File: config.mk
export PLATFORM = sky130hd
export DESIGN_NAME = uart_rx
export DESIGN_NICKNAME = d
export VERILOG_FILES = /design/src/rtl/uart_rx.sv
export SDC_FILE = /design/constraint.sdc
export NUM_CORES = 1
export LEC_CHECK = 0
export CAP_MARGIN = 15
export CELL_PAD_IN_SITES_DETAIL_PLACEMENT = 1
export CELL_PAD_IN_SITES_GLOBAL_PLACEMENT = 1
export CORE_AREA = 8 8 68 70
export DETAILED_ROUTE_END_ITERATION = 6
export DIE_AREA = 0 0 76 78
export PLACE_DENSITY = 0.78
export SLEW_MARGIN = 5
export SYNTH_ARGS = -nofsm -noshare
export SYNTH_HDL_FRONTEND = slang
export SYNTH_SLANG_ARGS = --single-unit
export TNS_END_PERCENT = 30
File: constraint.sdc
create_clock -name fpga_clk -period 1.5 [get_ports fpga_clk]
set_clock_uncertainty 0.05 [all_clocks]
set_input_delay 0.225 -clock fpga_clk [delete_from_list [all_inputs] [get_ports fpga_clk]]
set_output_delay 0.225 -clock fpga_clk [all_outputs]
set_load 0.05 [all_outputs]
File: src/rtl/uart_rx.sv
// rtl/uart_rx.sv - UART 8N1 receiver with mid-bit sampling and valid/ready output
//
// Purpose: receives 8N1 frames from an asynchronous serial line, samples each bit
// near its centre with a cycle counter, and hands the byte to downstream logic
// on a valid/ready interface. Framing errors and overruns raise 1-cycle pulses.
//
// Ports:
//   fpga_clk  - system clock
//   nrst      - synchronous active-low reset
//   sin       - asynchronous serial line, idles high
//   rx_ready  - consumer accepts dout while rx_valid=1
//   dout      - received byte, held while rx_valid=1 and after it clears
//   rx_valid  - byte available
//   frame_err - 1-cycle pulse when the stop bit is sampled low
//   overrun   - 1-cycle pulse when a good frame completes but the held byte is not taken
//   busy_rx   - high whenever the receiver is not idle
module uart_rx #(
  parameter int CLKS_PER_BIT = 6,
  parameter bit MSB_FIRST    = 1'b1
) (
  input  logic       fpga_clk,
  input  logic       nrst,
  input  logic       sin,
  input  logic       rx_ready,
  output logic [7:0] dout,
  output logic       rx_valid,
  output logic       frame_err,
  output logic       overrun,
  output logic       busy_rx
);

  localparam int HALF_BIT = CLKS_PER_BIT / 2;
  localparam int TW       = $clog2(CLKS_PER_BIT);
  localparam logic [TW-1:0] TICK_LAST = TW'(CLKS_PER_BIT - 1);
  localparam logic [TW-1:0] HALF_LAST = TW'(HALF_BIT - 1);

  typedef enum logic [2:0] {
    S_IDLE,
    S_START,
    S_DATA,
    S_STOP,
    S_WAIT_IDLE
  } state_t;

  state_t        state_q, state_d;
  logic          sync1_q;
  logic          s_q;       // synchronized line
  logic          sprev_q;   // previous s_q, for falling-edge detection
  logic [TW-1:0] tick_q, tick_d;
  logic [2:0]    bit_q, bit_d;
  logic [7:0]    shift_q, shift_d;
  logic [7:0]    dout_q, dout_d;
  logic          valid_q, valid_d;
  logic          ferr_q, ferr_d;
  logic          ovr_q, ovr_d;

  always_ff @(posedge fpga_clk) begin
    if (!nrst) begin
      state_q <= S_IDLE;
      sync1_q <= 1'b1;
      s_q     <= 1'b1;
      sprev_q <= 1'b1;
      tick_q  <= '0;
      bit_q   <= '0;
      shift_q <= '0;
      dout_q  <= '0;
      valid_q <= 1'b0;
      ferr_q  <= 1'b0;
      ovr_q   <= 1'b0;
    end else begin
      state_q <= state_d;
      sync1_q <= sin;
      s_q     <= sync1_q;
      sprev_q <= s_q;
      tick_q  <= tick_d;
      bit_q   <= bit_d;
      shift_q <= shift_d;
      dout_q  <= dout_d;
      valid_q <= valid_d;
      ferr_q  <= ferr_d;
      ovr_q   <= ovr_d;
    end
  end

  always_comb begin
    state_d = state_q;
    tick_d  = tick_q;
    bit_d   = bit_q;
    shift_d = shift_q;
    dout_d  = dout_q;
    valid_d = valid_q;
    ferr_d  = 1'b0;
    ovr_d   = 1'b0;

    // Handshake completes here; a byte loading in the same cycle re-asserts below.
    if (valid_q && rx_ready) valid_d = 1'b0;

    case (state_q)
      S_IDLE: begin
        if (sprev_q && !s_q) begin
          state_d = S_START;
          tick_d  = '0;
        end
      end
      S_START: begin
        if (tick_q == HALF_LAST) begin
          if (s_q) begin
            state_d = S_IDLE;   // line went back high: glitch, not a start bit
          end else begin
            state_d = S_DATA;
            tick_d  = '0;
            bit_d   = '0;
          end
        end else begin
          tick_d = tick_q + TW'(1);
        end
      end
      S_DATA: begin
        if (tick_q == TICK_LAST) begin
          tick_d  = '0;
          shift_d = MSB_FIRST ? {shift_q[6:0], s_q} : {s_q, shift_q[7:1]};
          if (bit_q == 3'd7) state_d = S_STOP;
          else               bit_d   = bit_q + 3'd1;
        end else begin
          tick_d = tick_q + TW'(1);
        end
      end
      S_STOP: begin
        if (tick_q == TICK_LAST) begin
          tick_d = '0;
          if (s_q) begin
            state_d = S_IDLE;
            // Load when the holding register is empty or being emptied this cycle.
            if (!valid_q || rx_ready) begin
              dout_d  = shift_q;
              valid_d = 1'b1;
            end else begin
              ovr_d = 1'b1;
            end
          end else begin
            ferr_d  = 1'b1;
            state_d = S_WAIT_IDLE;
          end
        end else begin
          tick_d = tick_q + TW'(1);
        end
      end
      S_WAIT_IDLE: begin
        // Stay until the line is seen high so a held-low line cannot re-trigger.
        if (s_q) state_d = S_IDLE;
      end
      default: state_d = S_IDLE;
    endcase
  end

  assign dout      = dout_q;
  assign rx_valid  = valid_q;
  assign frame_err = ferr_q;
  assign overrun   = ovr_q;
  assign busy_rx   = (state_q != S_IDLE);

endmodule

Word-level counts from Yosys, hierarchy flattened
Cells that the tools add are included.
{"block": "totals", "ff_bits": 31, "in_bits": 4, "out_inout_bits": 12, "wordCells": 71}
{"block": "op_classes", "n_addsub": 2, "eq_ne": 16, "mux": 25, "n_reduce_logical": 17}
{"operator": "$mux W3", "n": 14}
{"operator": "$ne A2 B2 Y1 const B", "n": 8}
{"operator": "$pmux W3 S5", "n": 1}
{"operator": "$eq A3 B2 Y1 const B", "n": 3}
{"operator": "$eq A3 B3 Y1 const B", "n": 3}
{"operator": "$pmux W3 S3", "n": 1}
{"operator": "$reduce_and A4 Y1", "n": 2}
{"operator": "$mux W1", "n": 7}
{"operator": "$add A3 B1 Y3 const B", "n": 2}
{"operator": "$pmux W3 S2", "n": 1}
{"operator": "$reduce_and A3 Y1", "n": 2}
{"operator": "$reduce_and A6 Y1", "n": 1}
{"operator": "$reduce_bool A3 Y1", "n": 2}
{"operator": "$reduce_and A5 Y1", "n": 1}
{"operator": "$eq A3 B1 Y1 const B", "n": 1}
{"operator": "$logic_not A3 Y1", "n": 1}
{"operator": "$ne A3 B3 Y1 const B", "n": 1}
{"operator": "$logic_and A1 B1 Y1", "n": 2}
{"operator": "$logic_not A1 Y1", "n": 2}
{"operator": "$mux W2", "n": 1}
{"operator": "$reduce_and A2 Y1", "n": 1}
{"operator": "$reduce_bool A2 Y1", "n": 1}
{"operator": "$reduce_or A2 Y1", "n": 1}
{"operator": "$logic_or A1 B1 Y1", "n": 1}

Longest topological paths before layout
Gate-level depths: netlist of run 1.
{"block": "logic_depth", "ltp_word": 6, "depth_mapped": 6}

Worst setup path after synthesis of run 1
OpenSTA, ideal clock, no wires.
{"block": "synth_path", "path_type": "register to register", "startpoint": "register valid_q (netlist: rx_valid)", "endpoint": "register dout_q[3] (netlist: dout[3])", "setup_ns": 0.074, "t_arrival_ns": 1.284, "required_ns": 1.376, "path_slack_ns": 0.092, "path_stages_with_launch": 6, "path_buffers": 1, "synth_period_minus_slack_ns": 1.408, "path_cell_list": "dfxtp_1 -> nand2b_1 -> nand4_4 -> buf_2 -> nand3_1 -> o21ai_0"}
{"block": "synth_via", "elab_chain_cells": 3}
{"element": "start: declaration", "line": "53", "text": "logic valid_q, valid_d;"}
{"element": "start signal: assignment", "line": "79", "text": "valid_q <= valid_d;"}
{"element": "$logic_not A1 Y1", "line": "134", "text": "if (!valid_q || rx_ready) begin"}
{"element": "$logic_or A1 B1 Y1", "line": "134"}
{"element": "$reduce_and A4 Y1 (no line)"}
{"element": "end signal: assignment", "line": "78", "text": "dout_q <= dout_d;"}
{"element": "end: declaration", "line": "52", "text": "logic [7:0] dout_q, dout_d;"}
No other way between the ends.
A chain may end at the register's enable or synchronous reset.

Worst setup path after layout of run 1
{"block": "layout_path", "startpoint": "register state_q[1]", "endpoint": "output busy_rx"}
{"block": "layout_via", "elab_chain_cells": 1}
{"element": "start: declaration", "line": "45", "text": "state_t state_q, state_d;"}
{"element": "start signal: assignment", "line": "71", "text": "state_q <= state_d;"}
{"element": "$reduce_bool A3 Y1", "line": "160", "text": "assign busy_rx = (state_q != S_IDLE);"}
{"element": "end: declaration", "line": "29", "text": "output logic busy_rx"}
No other way between the ends.

==> summary.md, run 1 <==
| Metric | Value |
|---|---|
| Run status | finished with violations |
| Violated checks | setup timing |
| Mapped Area | 0.001400 mm^2 |
| Synthesized netlist cell count | 151 |
| Top achievable clock speed | 0.6115 GHz |
| Kind of critical path | reg2out |
| Power, Total | 1.766 mW |
| Post-synthesis area per instance | 9.272 um^2 |
| Routed wirelength normalized by instance count | 17.63 um |
| Maximum number of pins on one net before global-route repair | 19 |
| Register area share after synthesis | 44.33% |
| Area share of the leading cell type in the synthesized netlist | 44.33% |
| Reg2Reg Launch Point | tick_q[1] |
| Compound-Gate Fraction of Synth Area | 14.30% |
| Starting Density | 39.43% |
| Layout overhead on the synthesized area | 38.52% |
| Length of the first detailed-routing pass in iterations | 4 |
| Worst EP required | 1220 ps |
| Count of distinct cell types in the synthesized netlist | 34 |
| Leakage component of the power | 0.7446 nW |
| All-Layer GR Usage | 13.23% |
| Number of buffers inserted by hold repair at cts | 0 |
| Antenna Diode Count | 0 |
| Number of nets in the synthesized netlist | 157 |
| Clock latency on the worst-skew pair | 340 ps |
| Horiz. Die Dim | 76 um |
| Clock slew at the register clock pins of the worst setup and hold paths | 100 ps |
| Number of core rows | 22 |
| Most used flip-flop cell after synthesis | dfxtp_1 |
| Cell depth of the worst min-delay path | 1 |
| Portion of netlist area occupied by mux cells | 9.383% |
| Final count of negative-setup-slack endpoints | 1 |
| Post-synthesis adder-cell area fraction | 1.787% |
| Post-detailed-route count of antenna-violating nets | 0 |
| Remaining design rule violation count | 0 |
| Number of input and output port buffers inserted | 15 |
| Initial antenna violation count | 0 |
| Avg Vias per Cell | 5.297 |
| Count of endpoints failing hold in the final timing report | 0 |
| Share of layout cells above drive strength 1 | 34.24% |
| IR Drop Worst-Case VDD | 0.6914 mV |
| Slew at the pin closest to its max-slew limit | 470.0 ps |
| Minimum period implied by the final worst setup slack | 1635 ps |
| CP Launch Type | register |
| Core outline area | 0.003551 mm^2 |
| Cells taking the most area after synthesis | dfxtp_1, mux2i_1, nand2_1 |
| Clock tree from TritonCTS | yes |
| EDFF count, synth | 0 |
| Depth of the worst register-to-register path | 4 |
| I/O pin cnt | 16 |
| Root buffer cell | clkbuf_4 |
| Tightest slew margin relative to the limit | 68.62% |
| Total clock buffers created by CTS | 5 |
| Critical path endpoint category | output port |
| Start point of the worst hold path | sync1_q |
| Unrepaired setup endpoints after global routing | yes |
| Number of sinks handled by clock tree synthesis | 31 |
| Arr. time, crit path | 1360 ps |
| Post-Synth Simple-Gate Area | 22.79% |
| Floorplan die area | 0.005928 mm^2 |
| Number of nets in the final layout | 189 |
| Async set-or-reset flop fraction in the synthesized netlist | 0% |
| Multi-input gate area | 738.2 um^2 |
| Detailed-route via count | 1229 |
| CTS HTree Levels | 2 |
| Number of storage elements in the synthesis netlist | 31 |
| Minimum hold slack | 366.4 ps |
| Fraction of the cycle the final worst path needs | 109.0% |
| Synth Area in XOR/XNOR | 0% |
| CTS max path bufs | 2 |
| Worst hold-check path type | reg2reg |
| Terminating pin of the worst hold path | s_q |
| Floorplan die height | 78 um |
| Critical R2R Capture | state_q[1] |
| Vias in the first global route | 1347 |
| Crit path setup slack, layout | -135.4 ps |
| Area leader, netlist | dfxtp_1 |
| Seq. cell area | 635.6 um^2 |
| HPWL after DPL | 2.572 mm |
| First-pass GRT wire length | 6.382 mm |
| Detailed Route WL | 4.089 mm |
| Global-route congestion overflow total | 0 |
| MaxCap Viol Count | 0 |
| Iteration-0 DRC Markers | 72 |
| Worst reg2reg setup slack | 30 ps |
| Placer congestion estimate | 0.8254 |
| Number of max-slew violations in the final report | 0 |
| Main combinational cell family by area after synthesis | simple AND/OR/NAND/NOR gates |
| Total power divided by cell area | 910.7 mW/mm^2 |
| Critical path peak fanout | 2 |
| Total of fill cells in the finished design | 395 |
| Total of warnings raised by yosys | 0 |
worst max-delay path, stage by stage (launching register included):
cell     delay (ps)
dfxtp_4         360
buf_6           110
or3_4           390
buf_12          160
registers in the layout, indices dropped and copies added (netlist names), 3 cells and up:
register and flops:
bit_q 3, dout 8, state_q 3, tick_q 3, shift_q 8
repair_timing:
item / 4_1_cts / 5_1_grt
hold endpoints to repair: 0 / 0
resized for setup: 12 / 12
endpoints found under the setup margin: 21 / 21
gates cloned: 0 / 1
pin swaps: 2 / 2
buffers inserted: 5 / 0
cell type report:
cell class | count | area share, %
timing repair buffer | 34 | 21.03
inverter | 3 | 0.5806
tap | 48 | 3.097
clock inverter | 2 | 1.806
sequential | 31 | 32.77
clock buffer | 6 | 2.645
multi-input combinational | 108 | 38.06
cells by family after synthesis:
| kind of cell | Yosys count |
|---|---|
| adders and majority gates | 2 |
| muxes | 13 |
| and+or+nand+nor | 62 |
| AOI/OAI and AO/OA | 30 |
| DFF | 31 |
| buffers and inverters | 13 |
worst max-delay path by stage:
stage | start | end | slack, ps | depth (start not counted)
after floorplan | rx_valid | dout[3] | 90 | 5
after global placement | tick_q[1] | state_q[1] | 30 | 4
after detailed placement | rx_ready | dout[7] | -50 | 5
after CTS | state_q[1] | busy_rx | -130 | 3
after global routing | state_q[1] | busy_rx | -170 | 3
final | state_q[1] | busy_rx | -140 | 3
routing by layer:
metal / GRT usage [%] / vias up / routed length, um
li1: - / 594 / -
met1: 13.12 / 602 / 1570
met2: 24.51 / 21 / 2252
met3: 4.493 / 12 / 152
met4: 5.686 / 0 / 114
met5: 0 / - / 0
per-stage QoR:
stage | setup WS [ps] | cells | cell area [um^2] | util [%] | TNS (ps)
floorplan | 91.75 | 151 | 1400 | - | 0
global placement | 28.15 | 218 | 1730 | 48.73 | 0
detailed placement | -48.59 | 218 | 1730 | 48.73 | -484.7
CTS | -127.5 | 231 | 1886 | 53.10 | -131.7
global route | -165.2 | 232 | 1939 | 54.62 | -269.2
finish | -135.4 | 232 | 1939 | 54.62 | -135.4
Yosys cell counts (2+ instances only):
cell type,number
a21oi_1,8
a31oi_1,2
buf_2,2
buf_6,3
clkbuf_1,2
clkbuf_8,3
dfxtp_1,31
ha_1,2
inv_1,3
mux2i_1,12
nand2_1,17
nand2b_1,6
nand3_1,12
nor2_1,14
nor3_1,4
o21ai_0,12
layout by cell type (no fill, tap or decap), drive strengths merged, types with 4 or more instances in the layout:
cell type  synthesis  layout
nand2b             6       6
mux2i             12      12
clkbuf             5       6
dfxtp             31      31
nor3               4       4
a21oi              8       8
nand2             17      17
nor2              14      14
nand3             12      12
o21ai             12      12
buf                5      31
where the power goes:
group          leakage [nW]  internal [mW]  switching [mW]
clock network        0.0482          0.394           0.303
logic                 0.442          0.106           0.118
registers             0.254          0.833          0.0129
No activity file was read; power rests on OpenSTA's default activity.
==> inputs of run 2 (changes only) <==
ABC_AREA = 1   (was unset)
CELL_PAD_IN_SITES_DETAIL_PLACEMENT = unset   (was 1)
CELL_PAD_IN_SITES_GLOBAL_PLACEMENT = unset   (was 1)
CORE_AREA = 8 8 61 63   (was 8 8 68 70)
CTS_BUF_LIST = sky130_fd_sc_hd__clkbuf_8   (was unset)
DIE_AREA = 0 0 69 71   (was 0 0 76 78)
==> summary.md, run 2 <==
| Metric | Value |
|---|---|
| Run status | finished clean |
| Total of fill cells in the finished design | 260 |
| Multi-input gate area | 715.7 um^2 |
| Placed Instance Area | 0.001749 mm^2 |
| HPWL after DPL | 2.206 mm |
| CP bufs+invs | 1 |
| Largest delay share family, worst path | simple AND/OR/NAND/NOR gates |
| Post-synthesis adder-cell area fraction | 1.764% |
| Mapped Area | 0.001419 mm^2 |
| Main combinational cell family by area after synthesis | simple AND/OR/NAND/NOR gates |
| Post-route cell area | 0.001857 mm^2 |
| Worst hold-check path type | reg2reg |
| Fraction of the cycle the final worst path needs | 94.07% |
| Number of buffers inserted by hold repair at cts | 0 |
| Count of endpoints failing hold in the final timing report | 0 |
| Biggest cell delay along the critical path | 310 ps |
| Floorplan die area | 0.004899 mm^2 |
| Global-route congestion overflow total | 0 |
| Starting Density | 49.74% |
| Most numerous cell types in the synthesized netlist | nand2_1, dfxtp_1, nor2_1 |
| Cells taking the most area after synthesis | dfxtp_1, nand2_1, nor2_1 |
| Clock tree from TritonCTS | yes |
| Leakage component of the power | 0.7797 nW |
| Area leader, netlist | dfxtp_1 |
| Highest-delay cell along the critical path | dfxtp_1 |
| Total power divided by cell area | 1263 mW/mm^2 |
| Post-Synth Simple-Gate Area | 35.89% |
| EDFF count, synth | 0 |
| Post-detailed-route count of antenna-violating nets | 0 |
| First-pass GRT wire length | 5.285 mm |
| Top achievable clock speed | 0.7087 GHz |
| Remaining design rule violation count | 0 |
| Antenna Diode Count | 0 |
| Start point of the worst hold path | sync1_q |
| Length of the first detailed-routing pass in iterations | 7 |
| Iteration-0 DRC Markers | 84 |
| CP Launch Type | register |
| Most common cell in the netlist | nand2_1 |
| Share of layout cells above drive strength 1 | 25.59% |
| Detailed Route WL | 3.105 mm |
| CTS max path bufs | 2 |
| Post-synthesis area per instance | 7.753 um^2 |
| Seq. cell area | 620.6 um^2 |
| Critical path endpoint category | register |
| Total of warnings raised by yosys | 0 |
| Placer congestion estimate | 0.8358 |
| Kind of critical path | reg2reg |
| Area share of the leading cell type in the synthesized netlist | 43.74% |
| Clock latency on the worst-skew pair | 290 ps |
| Number of core rows | 20 |
| Count of distinct cell types in the synthesized netlist | 30 |
| Reg2Reg Launch Point | bit_q[0] |
| All-Layer GR Usage | 12.96% |
| Launch point of the critical path | bit_q[0] |
| Number of sinks handled by clock tree synthesis | 31 |
| MaxCap Viol Count | 0 |
| Synth Area in XOR/XNOR | 1.235% |
| Most used cells in the layout excluding fill and tap cells | nand2_1, dfxtp_1, nor2_1 |
| I/O pin cnt | 16 |
| Async set-or-reset flop fraction in the synthesized netlist | 0% |
| Vias in the first global route | 1226 |
| Number of max-slew violations in the final report | 0 |
| Number of storage elements in the synthesis netlist | 31 |
| Synthesized netlist cell count | 183 |
| Most used flip-flop cell after synthesis | dfxtp_1 |
| Clock slew at the register clock pins of the worst setup and hold paths | 60 ps |
| Initial antenna violation count | 0 |
| Floorplan die height | 71 um |
| Portion of netlist area occupied by mux cells | 0% |
| Maximum number of pins on one net before global-route repair | 10 |
| Tightest slew margin relative to the limit | 80.11% |
| Number of nets in the synthesized netlist | 189 |
| Total clock buffers created by CTS | 5 |
| Compound-Gate Fraction of Synth Area | 11.02% |
| Minimum period implied by the final worst setup slack | 1411 ps |
| Most common cell after layout, fill and taps aside | nand2_1 |
| Cell Chain, Critical Path | ha_1 > ha_1 > inv_1 > nand3_1 > nand3_1 > nor2_4 > nand2_1 > nand2_1 > nor2_1 |
| Arr. time, crit path | 1580 ps |
| Number of input and output port buffers inserted | 15 |
| Critical path peak fanout | 4 |
| Routed wirelength normalized by instance count | 12.73 um |
| Number of nets in the final layout | 216 |
| Final count of negative-setup-slack endpoints | 0 |
| Layout overhead on the synthesized area | 30.86% |
| Avg Vias per Cell | 5.180 |
| Root buffer cell | clkbuf_8 |
| IR Drop Worst-Case VDD | 0.9264 mV |
| Minimum hold slack | 369.2 ps |
| Slew at the pin closest to its max-slew limit | 297.9 ps |
| CTS HTree Levels | 2 |
| Worst EP required | 1670 ps |
| Detailed-route via count | 1264 |
| Horiz. Die Dim | 69 um |
| Core outline area | 0.002853 mm^2 |
| Register area share after synthesis | 43.74% |
==> run 2: repair_timing <==
action / CTS / global route
buffers inserted: 0 / 0
hold endpoints to repair: 0 / 0
gates resized for setup: 0 / 2
setup endpoints to repair: 0 / 2
==> run 2: final cells by class <==
class | count | area share [%]
Multi-Input combinational cell | 130 | 38.54
Clock buffer | 7 | 5.189
Clock inverter | 1 | 0.2022
Tap cell | 33 | 2.224
Timing Repair Buffer | 23 | 16.44
Sequential cell | 31 | 33.42
Inverter | 19 | 3.976
==> run 2: logic make-up (layout without fill, tap and decap cells) <==
family	after synthesis	after routing
AO/OA/AOI/OAI	28	28
XOR/XNOR	2	2
adder cells (fa/ha/maj)	2	2
buffers and inverters	22	50
flip-flops	31	31
AND/OR/NAND/NOR	98	98
==> run 2: path summary, 6_finish.rpt <==
| check | end | slack [ps] | cells after the start |
|---|---|---|---|
| hold / removal | s_q | 370 | 1 |
| setup reg to reg | state_q[1] | 90 | 9 |
| hold reg to reg | s_q | 370 | 1 |
| setup / recovery | state_q[1] | 90 | 9 |
==> run 2: power breakdown <==
group	switching, mW	leakage [nW]	internal (mW)	total, mW
logic	0.416	0.473	0.270	0.687
registers	0.0671	0.251	0.877	0.944
clock network	0.303	0.0557	0.411	0.715
total	0.787	0.780	1.56	2.35
==> run 2: stage by stage <==
stage | setup TNS [ps] | utilization (%) | instances | setup slack, ps | power (mW)
final | 0 | 65.09 | 244 | 88.89 | 2.346
after global routing | -95.25 | 65.09 | 244 | -59.56 | 2.475
after CTS | 0 | 64.82 | 244 | 46.26 | 2.343
after detailed placement | 0 | 61.32 | 236 | 28.02 | 1.622
after global placement | 0 | 61.32 | 236 | 72.72 | 1.613
after floorplan | 0 | - | 183 | 5.277 | 1.465
==> run 2: routing by layer <==
| metal | vias up | GRT usage [%] | wire length, um |
|---|---|---|---|
| li1 | 647 | - | - |
| met1 | 581 | 13.29 | 1309 |
| met2 | 31 | 23.05 | 1571 |
| met3 | 5 | 4.895 | 180 |
| met4 | 0 | 5.467 | 44 |
| met5 | - | 0 | 0 |
==> inputs of run 3 (changes only) <==
HOLD_SLACK_MARGIN = 0.12   (was unset)
==> results of run 3 <==
Final layout, timing and power as in run 2 (identical DEF).
